**src/rtl/heap_alloc_arbiter_if.sv**
```systemverilog
// Client request/response and RAM-side signals of the heap allocator, grouped for one port.
// master = client/RAM side (drives requests and ram_q), slave = the arbiter.
interface heap_alloc_arbiter_if #(
  parameter int NUM_REQ = 2,
  parameter int ADDR_W  = 10,
  parameter int DATA_W  = 32
);
  logic [NUM_REQ-1:0]        alloc_req;
  logic [NUM_REQ-1:0]        free_req;
  logic [NUM_REQ*ADDR_W-1:0] free_addr;
  logic [NUM_REQ-1:0]        grant;
  logic                      done;
  logic                      ok;
  logic [ADDR_W-1:0]         result_addr;
  logic                      busy;
  logic [ADDR_W-1:0]         ram_address;
  logic [DATA_W-1:0]         ram_data;
  logic                      ram_wren;
  logic [DATA_W-1:0]         ram_q;

  modport master (
    output alloc_req, free_req, free_addr, ram_q,
    input  grant, done, ok, result_addr, busy, ram_address, ram_data, ram_wren
  );

  modport slave (
    input  alloc_req, free_req, free_addr, ram_q,
    output grant, done, ok, result_addr, busy, ram_address, ram_data, ram_wren
  );
endinterface

```
**src/rtl/heap_alloc_arbiter.sv**
```systemverilog
// Round-robin alloc/free arbiter owning the block-header heap in a single-port RAM.
// Latency: alloc 3k+2 (block k), full heap 3*(NUM_BLOCKS-1)+1, free 5/4/1; requests wait while busy.
module heap_alloc_arbiter #(
  parameter int NUM_REQ      = 2,
  parameter int ADDR_W       = 10,
  parameter int DATA_W       = 32,
  parameter int BLOCK_STRIDE = 32
) (
  input logic                 clock,
  input logic                 resetn,
  heap_alloc_arbiter_if.slave bus_io
);

  localparam int SH         = $clog2(BLOCK_STRIDE);
  localparam int BI_W       = ADDR_W - SH;
  localparam int NUM_BLOCKS = (2 ** ADDR_W) / BLOCK_STRIDE;
  localparam int ID_W       = (NUM_REQ > 1) ? $clog2(NUM_REQ) : 1;
  localparam logic [BI_W-1:0] LAST_BLK = BI_W'(NUM_BLOCKS - 1);
  localparam logic [BI_W-1:0] FIRST_BLK = BI_W'(1);

  typedef enum logic [3:0] {
    CLEAR, IDLE, SCAN_RD, SCAN_WAIT, SCAN_CHK, MARK,
    FREE_RD, FREE_WAIT, FREE_CHK, FREE_WR, RESP
  } state_e;

  state_e              state_q;
  logic [BI_W-1:0]     ptr_q;
  logic [ID_W-1:0]     rr_q;
  logic [ID_W-1:0]     id_q;
  logic [NUM_REQ-1:0]  grant_q;
  logic                done_q;
  logic                ok_q;
  logic [ADDR_W-1:0]   res_q;

  logic [NUM_REQ-1:0]  any_req;
  logic [ADDR_W-1:0]   faddr [NUM_REQ];
  logic [ID_W-1:0]     cand;
  logic                pick_vld;
  logic [ID_W-1:0]     pick_id;
  logic                pick_alloc;
  logic [ADDR_W-1:0]   pick_addr;
  logic                pick_free_ok;
  logic [ADDR_W-1:0]   blk_addr;
  logic                hdr_used;
  logic                unused_ram_bits;

  assign any_req         = bus_io.alloc_req | bus_io.free_req;
  assign blk_addr        = {ptr_q, {SH{1'b0}}};
  assign hdr_used        = bus_io.ram_q[DATA_W-1];
  assign unused_ram_bits = ^bus_io.ram_q[DATA_W-2:0];

  always_comb begin
    for (int i = 0; i < NUM_REQ; i++) begin
      faddr[i] = bus_io.free_addr[i*ADDR_W +: ADDR_W];
    end
  end

  // Search starts one past the last granted client so every requester is reached in turn.
  always_comb begin
    pick_vld = 1'b0;
    pick_id  = rr_q;
    cand     = rr_q;
    for (int i = 1; i <= NUM_REQ; i++) begin
      cand = ID_W'((int'(rr_q) + i) % NUM_REQ);
      if (!pick_vld && any_req[cand]) begin
        pick_vld = 1'b1;
        pick_id  = cand;
      end
    end
    pick_alloc   = bus_io.alloc_req[pick_id];
    pick_addr    = faddr[pick_id];
    pick_free_ok = (pick_addr[SH-1:0] == '0) && (pick_addr[ADDR_W-1:SH] != '0);
  end

  always_ff @(posedge clock) begin
    if (!resetn) begin
      state_q <= CLEAR;
      ptr_q   <= FIRST_BLK;
      rr_q    <= '0;
      id_q    <= '0;
      grant_q <= '0;
      done_q  <= 1'b0;
      ok_q    <= 1'b0;
      res_q   <= '0;
    end else begin
      grant_q <= '0;
      done_q  <= 1'b0;
      ok_q    <= 1'b0;
      res_q   <= '0;
      case (state_q)
        CLEAR: begin
          if (ptr_q == LAST_BLK) state_q <= IDLE;
          else                   ptr_q   <= ptr_q + 1'b1;
        end
        IDLE: begin
          if (pick_vld) begin
            id_q <= pick_id;
            if (pick_alloc) begin
              ptr_q   <= FIRST_BLK;
              state_q <= SCAN_RD;
            end else if (pick_free_ok) begin
              ptr_q   <= pick_addr[ADDR_W-1:SH];
              state_q <= FREE_RD;
            end else begin
              grant_q <= NUM_REQ'(1) << pick_id;
              done_q  <= 1'b1;
              state_q <= RESP;
            end
          end
        end
        SCAN_RD:   state_q <= SCAN_WAIT;
        SCAN_WAIT: state_q <= SCAN_CHK;
        SCAN_CHK: begin
          if (!hdr_used) begin
            state_q <= MARK;
          end else if (ptr_q == LAST_BLK) begin
            grant_q <= NUM_REQ'(1) << id_q;
            done_q  <= 1'b1;
            state_q <= RESP;
          end else begin
            ptr_q   <= ptr_q + 1'b1;
            state_q <= SCAN_RD;
          end
        end
        MARK: begin
          grant_q <= NUM_REQ'(1) << id_q;
          done_q  <= 1'b1;
          ok_q    <= 1'b1;
          res_q   <= blk_addr;
          state_q <= RESP;
        end
        FREE_RD:   state_q <= FREE_WAIT;
        FREE_WAIT: state_q <= FREE_CHK;
        FREE_CHK: begin
          if (hdr_used) begin
            state_q <= FREE_WR;
          end else begin
            grant_q <= NUM_REQ'(1) << id_q;
            done_q  <= 1'b1;
            state_q <= RESP;
          end
        end
        FREE_WR: begin
          grant_q <= NUM_REQ'(1) << id_q;
          done_q  <= 1'b1;
          ok_q    <= 1'b1;
          res_q   <= blk_addr;
          state_q <= RESP;
        end
        RESP: begin
          rr_q    <= id_q;
          state_q <= IDLE;
        end
        default: state_q <= IDLE;
      endcase
    end
  end

  // RAM controls decode straight from state; writes are held off while reset is asserted.
  always_comb begin
    bus_io.ram_data             = '0;
    bus_io.ram_data[DATA_W-1]   = (state_q == MARK);
  end

  assign bus_io.ram_address = blk_addr;
  assign bus_io.ram_wren    = resetn &&
                              ((state_q == CLEAR) || (state_q == MARK) || (state_q == FREE_WR));
  assign bus_io.grant       = grant_q;
  assign bus_io.done        = done_q;
  assign bus_io.ok          = ok_q;
  assign bus_io.result_addr = res_q;
  assign bus_io.busy        = (state_q != IDLE);

endmodule

```
**src/flat_wrapper.sv**
```systemverilog
// flat-port wrapper written by rule: the top's interface ports become plain ports
module heap_alloc_arbiter_flat 
#(
  parameter int NUM_REQ      = 2,
  parameter int ADDR_W       = 10,
  parameter int DATA_W       = 32,
  parameter int BLOCK_STRIDE = 32
)
  (clock, resetn, bus_io_alloc_req, bus_io_free_req, bus_io_free_addr, bus_io_ram_q, bus_io_grant, bus_io_done, bus_io_ok, bus_io_result_addr, bus_io_busy, bus_io_ram_address, bus_io_ram_data, bus_io_ram_wren);
  heap_alloc_arbiter_if #(.NUM_REQ(NUM_REQ), .ADDR_W(ADDR_W), .DATA_W(DATA_W)) bus_io_i ();
  input logic clock;
  input logic resetn;
  input wire logic [$bits(bus_io_i.alloc_req)-1:0] bus_io_alloc_req;
  input wire logic [$bits(bus_io_i.free_req)-1:0] bus_io_free_req;
  input wire logic [$bits(bus_io_i.free_addr)-1:0] bus_io_free_addr;
  input wire logic [$bits(bus_io_i.ram_q)-1:0] bus_io_ram_q;
  output wire logic [$bits(bus_io_i.grant)-1:0] bus_io_grant;
  output wire logic [$bits(bus_io_i.done)-1:0] bus_io_done;
  output wire logic [$bits(bus_io_i.ok)-1:0] bus_io_ok;
  output wire logic [$bits(bus_io_i.result_addr)-1:0] bus_io_result_addr;
  output wire logic [$bits(bus_io_i.busy)-1:0] bus_io_busy;
  output wire logic [$bits(bus_io_i.ram_address)-1:0] bus_io_ram_address;
  output wire logic [$bits(bus_io_i.ram_data)-1:0] bus_io_ram_data;
  output wire logic [$bits(bus_io_i.ram_wren)-1:0] bus_io_ram_wren;
  assign bus_io_i.alloc_req = bus_io_alloc_req;
  assign bus_io_i.free_req = bus_io_free_req;
  assign bus_io_i.free_addr = bus_io_free_addr;
  assign bus_io_i.ram_q = bus_io_ram_q;
  assign bus_io_grant = bus_io_i.grant;
  assign bus_io_done = bus_io_i.done;
  assign bus_io_ok = bus_io_i.ok;
  assign bus_io_result_addr = bus_io_i.result_addr;
  assign bus_io_busy = bus_io_i.busy;
  assign bus_io_ram_address = bus_io_i.ram_address;
  assign bus_io_ram_data = bus_io_i.ram_data;
  assign bus_io_ram_wren = bus_io_i.ram_wren;
  heap_alloc_arbiter #(.NUM_REQ(NUM_REQ), .ADDR_W(ADDR_W), .DATA_W(DATA_W), .BLOCK_STRIDE(BLOCK_STRIDE)) u_core (.clock(clock), .resetn(resetn), .bus_io(bus_io_i));
endmodule
```
**config.mk**
```make
export PLATFORM = sky130hd
export DESIGN_NAME = heap_alloc_arbiter_flat
export DESIGN_NICKNAME = d
export VERILOG_FILES = /design/src/rtl/heap_alloc_arbiter_if.sv /design/src/rtl/heap_alloc_arbiter.sv /design/src/flat_wrapper.sv
export SDC_FILE = /design/constraint.sdc
export NUM_CORES = 1
export LEC_CHECK = 0
export CAP_MARGIN = 0
export CORE_ASPECT_RATIO = 0.75
export CORE_MARGIN = 4
export CORE_UTILIZATION = 31
export CTS_CLUSTER_DIAMETER = 100
export DETAILED_ROUTE_END_ITERATION = 6
export HOLD_SLACK_MARGIN = 0.06
export PLACE_DENSITY = 0.82
export SLEW_MARGIN = 20
export SYNTH_ARGS = -nofsm -noshare
export SYNTH_HDL_FRONTEND = slang
export SYNTH_SLANG_ARGS = --single-unit
```
**constraint.sdc**
```tcl
create_clock -name clock -period 2.1 [get_ports clock]
set_input_delay 0.315 -clock clock [delete_from_list [all_inputs] [get_ports clock]]
set_output_delay 0.315 -clock clock [all_outputs]
set_load 0.005 [all_outputs]
```
# Word level (Yosys, flattened, before mapping)
# Index checks and enable logic that the tools add are counted.
classes:
  add_sub_neg: 3
  n_eq_ne: 16
  bitwise_logic: 2
  shifts: 2
  n_reduce_logical: 15
  mux: 42
  order_cmp: 4
ops:
  columns: ["cell", "count"]
  rows:
  - ["$pmux W4 S9", 1]
  - ["$mux W10", 3]
  - ["$mux W5", 5]
  - ["$mux W4", 6]
  - ["$mux W1", 17]
  - ["$eq A4 B3 Y1 const B", 4]
  - ["$pmux W5 S3", 1]
  - ["$mux W2", 7]
  - ["$eq A4 B4 Y1 const B", 3]
  - ["$eq A4 B2 Y1 const B", 2]
  - ["$pmux W2 S4", 1]
  - ["$lt A1 B2 Y1 const B", 3]
  - ["$reduce_and A2 Y1", 3]
  - ["$add A5 B1 Y5 const B", 1]
  - ["$eq A5 B5 Y1 const B", 1]
  - ["$logic_not A5 Y1", 1]
  - ["$reduce_bool A5 Y1", 1]
  - ["$eq A4 B1 Y1 const B", 1]
  - ["$logic_not A4 Y1", 1]
  - ["$ne A2 B1 Y1 const B", 2]
  - ["$ne A4 B1 Y1 const B", 1]
  - ["$pmux W1 S4", 1]
  - ["$reduce_and A4 Y1", 1]
  - ["$shl A1 B1 Y2 const A", 2]
  - ["11 further kinds", 15]
word_totals:
  wordCells: 93
  out_inout_bits: 58
  regBits: 25
  in_bits: 58

# Logic depth before layout (Yosys ltp)
depth:
  ltp_word: 17
  mapped_depth: 8

# Least setup slack after synthesis
# OpenSTA, ideal clock, no wires.
synth_timing:
  path_type: "register to register"
  from: "register u_core.ptr_q[0]"
  to: "register u_core.ptr_q[2]"
  stages_incl_launch_ff: 8
  setup_time_ns: 0.127
  path_slack_ns: 0.068
  t_arrival_ns: 1.906
  cell_sequence: "dfxtp_1 -> ha_1 -> and3_1 -> ha_1 -> a221o_2 -> or3_1 -> a21oi_1 -> o32ai_2"
synth_between:
  elab_chain_len: 4
synth_rtl:
  columns: ["item", "line_no", "text"]
  rows:
  - ["from (decl)", "heap_alloc_arbiter.sv:27", "logic [BI_W-1:0] ptr_q;"]
  - ["from (signal assigned)", "heap_alloc_arbiter.sv:93", "else ptr_q <= ptr_q + 1'b1;"]
  - ["from (signal assigned)", "heap_alloc_arbiter.sv:102", "ptr_q <= pick_addr[ADDR_W-1:SH];"]
  - ["from (signal assigned)", "heap_alloc_arbiter.sv:121", "ptr_q <= ptr_q + 1'b1;"]
  - ["$add A5 B1 Y5 / $eq A5 B5 Y1 (equally long branches)", null, null]
  - ["$mux W5 (*)", "heap_alloc_arbiter.sv:92, heap_alloc_arbiter.sv:116", null]
  - ["$mux W5", "heap_alloc_arbiter.sv:114", "if (!hdr_used) begin"]
  - ["$pmux W5 S3 (*)", "heap_alloc_arbiter.sv:90", "case (state_q)"]
# Every way passes the cells marked *; elsewhere a longest branch is shown, timed or not. The select of a mux whose other input is x is not followed.
# A chain may end at the register's enable or synchronous reset.

# Worst setup path after layout
layout_timing:
  from: "input port bus_io_free_addr[10]"
  to: "register u_core.ptr_q[3]"
layout_between:
  elab_chain_len: 7
layout_rtl:
  columns: ["item", "line_no", "text"]
  rows:
  - ["from (decl)", "flat_wrapper.sv:15", "input wire logic [$bits(bus_io_i.free_addr)-1:0] bus_io_free_addr;"]
  - ["$mux W10 (implied by the code) (3 in series)", "heap_alloc_arbiter.sv:71", "pick_addr = faddr[pick_id];"]
  - ["$logic_not A5 Y1", "heap_alloc_arbiter.sv:72", "pick_free_ok = (pick_addr[SH-1:0] == '0) && (pick_addr[ADDR_W-1:SH] != '0);"]
  - ["$logic_and A1 B1 Y1", "heap_alloc_arbiter.sv:72", null]
  - ["$ne A3 B1 Y1 (no source line)", null, null]
  - ["$reduce_and A4 Y1 (no source line)", null, null]
# Every way passes these cells. The select of a mux whose other input is x is not followed.

==> impl_metrics.env <==
export IMPL_cts_tree="built"
export IMPL_initial_core_util_pct=32.1
export IMPL_fin_ws_ps=60.2
export IMPL_netlist_area_sq_um=1570
export IMPL_io_buffers=43
export IMPL_layout_common_cells="clkdlybuf4s50_1, conb_1, buf_4, dfxtp_1, nor2_1"
export IMPL_cpMaxStageDelayCell="or4_4"
export IMPL_via_per_inst=4.77
export IMPL_row_count=22
export IMPL_synth_cell_types=52
export IMPL_timing_rr_start="u_core.ptr_q[0]"
export IMPL_critPathKind="input port to register"
export IMPL_path_cells="clkdlybuf4s50_1, or4_4, a211oi_2, mux2i_2, a211o_4, o32ai_2"
export IMPL_grt_util_all_layers_pct=11.7
export IMPL_syn_avg_cell_area_sq_um=8.11
export IMPL_antenna_found_initial=0
export IMPL_layout_commonest_cell="clkdlybuf4s50_1"
export IMPL_drive_above_1_share_pct=21.0
export IMPL_min_to="u_core.ptr_q[4]"
export IMPL_htree_levels=1
export IMPL_holdWs_ps=516
export IMPL_gp_congestion=0.877
export IMPL_fmaxAchievable_mhz=490
export IMPL_combPwrFrac_pct=19.1
export IMPL_p_leak_nw=0.882
export IMPL_seqPwrFrac_pct=41.0
export IMPL_pin_count=116
export IMPL_switchingPower_mw=0.211
export IMPL_fp_dieArea_sq_um=6290
export IMPL_setup_worst_path_start_class="input port"
export IMPL_power_switching_share_pct=22.2
export IMPL_grt_pass1_wl_microns=6360
export IMPL_hpwl_microns=3350
export IMPL_fin_cells=322
export IMPL_async_flop_share_pct=0
export IMPL_post_place_ws_ps=-247
export IMPL_reg2reg_depth=6
export IMPL_hp_start="u_core.ptr_q[4]"
export IMPL_p_int_mw=0.742
export IMPL_cp_max_fo=5
export IMPL_r2r_slack_ps=80
export IMPL_hold_viol_final=0
export IMPL_clk_pin_slew_worst_paths_ps=70
export IMPL_clock_power_share_pct=39.9
export IMPL_power_density_nw_per_um2=430
export IMPL_cts_root_buffer="clkbuf_8"
export IMPL_grt_max_degree=13
export IMPL_total_power_mw=0.954
export IMPL_die_x_microns=90.3
export IMPL_final_util_pct=45.3
export IMPL_placed_cells=317
export IMPL_n_antenna_cell=0
export IMPL_max_cap_viol_count=0
export IMPL_ys_seq_area_share_pct=25.4
export IMPL_clkSinkCount=20
export IMPL_postCtsHoldBufs=0
export IMPL_ir_drop_uv=236
export IMPL_tightest_slew_ps=515
export IMPL_die_y_microns=69.7
export IMPL_critPathCaptureType="register"
export IMPL_setup_viol=0
export IMPL_routed_wl_microns=4190
export IMPL_ys_flop_type="dfxtp_1"
export IMPL_synth_edf_count=0
export IMPL_ant_nets=0
export IMPL_grt_pass1_vias=1429
export IMPL_grt_overflow_total=0
export IMPL_min_path_type="register to register"
export IMPL_slew_viol_final=0
export IMPL_drtIter0Drc=188
export IMPL_clk_latency_ps=260
export IMPL_crit_path_max_incr_delay_ps=530
export IMPL_drtPass1Iterations=4
export IMPL_worstPathArrival_ps=2220
export IMPL_cts_buffers_inserted=3
export IMPL_worstPathRequired_ps=2280
export IMPL_clockBufferDepth=2
export IMPL_wire_per_inst_microns=13.0
export IMPL_yosysWarnings=0
export IMPL_worstReg2RegEnd="u_core.ptr_q[3]"
export IMPL_finClkSkew_ps=3.21
export IMPL_drc_errors=0
export IMPL_syn_to_final_growth_pct=40.9
export IMPL_min_path_cells=2
export IMPL_vias=1536
export IMPL_core_area_sq_um=4900
export IMPL_status="finished clean"
export IMPL_period_share_pct=97.1
export IMPL_period_needed_ps=2040
export IMPL_synth_seq_cells=20
export IMPL_synth_cells=194
export IMPL_maxSlewHeadroom_pct=65.7
export IMPL_nets=323
## sequential cells by signal, indices dropped and copies added (netlist names)
signal                     count
u_core.bus_io.done             1
u_core.bus_io.grant            2
u_core.ptr_q                   5
u_core.id_q                    1
u_core.rr_q                    1
u_core.state_q                 4
u_core.bus_io.result_addr      5
u_core.bus_io.ok               1
## area by class of cell
type | count | area (sq um)
repair buffers | 71 | 641
flip-flops and latches | 20 | 405
clock buffers | 3 | 41.3
well taps | 60 | 75.1
multi-input cells | 160 | 998
inverters | 7 | 26.3
fillers | 478 | 2680
clock inverters | 1 | 30.0
## worst max-delay path, delay by kind of cell
family,cells,cell delay [ps]
AOI/OAI and AO/OA,3,830
buffers and inverters,1,400
muxes,1,140
and+or+nand+nor,1,530
## logic make-up after synthesis
family | after synthesis | synth area share, %
fa+ha+maj | 2 | 1.59
compound gates | 45 | 21.2
buf+inv | 54 | 23.1
simple gates | 64 | 22.9
mux | 8 | 5.48
flops | 20 | 25.4
other cells | 1 | 0.238
## per-stage QoR
stage | instance area [sq um] | TNS [ps]
after floorplan | 1720 | 0
after global placement | 2090 | -1740
after detailed placement | 2090 | -1730
after CTS | 2170 | 0
after global routing | 2220 | -3.92
final | 2220 | 0
## Yosys cell counts (all sizes together), types with 3 or more instances
cell    count  area [sq um]
inv         7          26.3
nor2       15          56.3
nand3       3          15.0
mux2i       6          63.8
a211oi      4          40.0
o21ai       9          45.0
nor4b       3          41.3
buf        45           330
or4         3          26.3
a221oi      3          32.5
nand2      11          43.8
nor4        3          18.8
dfxtp      20           400
a21oi      12          60.1
nor3        5          25.0
nand2b      4          25.0
and2        7          43.8
## power by group through the flow
stage	combinational [mW]	clock, mW	sequential (mW)
final	0.182	0.380	0.391
after floorplan	0.119	0	0.403
after global routing	0.200	0.395	0.393
after detailed placement	0.173	0	0.401
after CTS	0.175	0.378	0.393
after global placement	0.169	0	0.401
## metal layers
metal	global-route usage, %	wire, microns	vias to the layer above
met2	20.4	1960	72
met3	2.60	417	2
met1	15.1	1780	713
li1	-	-	749
met4	1.53	23	0
met5	0	0	-
## worst max path at each step
stage,to,cells past startpoint,start,slack [ps]
floorplan,u_core.ptr_q[2],7,u_core.ptr_q[0],70
detailed placement,u_core.ptr_q[3],6,bus_io_free_addr[10],-250
finish,u_core.ptr_q[3],6,bus_io_free_addr[10],60
CTS,u_core.ptr_q[3],6,bus_io_free_addr[10],20
global placement,u_core.ptr_q[3],6,bus_io_free_addr[10],-250
global route,bus_io_ram_wren,6,u_core.state_q[0],-4
## what timing repair did
item / in CTS / in global routing
buffers inserted: 0 / 1
endpoints found under the setup margin: 0 / 5
resized for setup: 0 / 11
(Power assumes the default switching activity.)
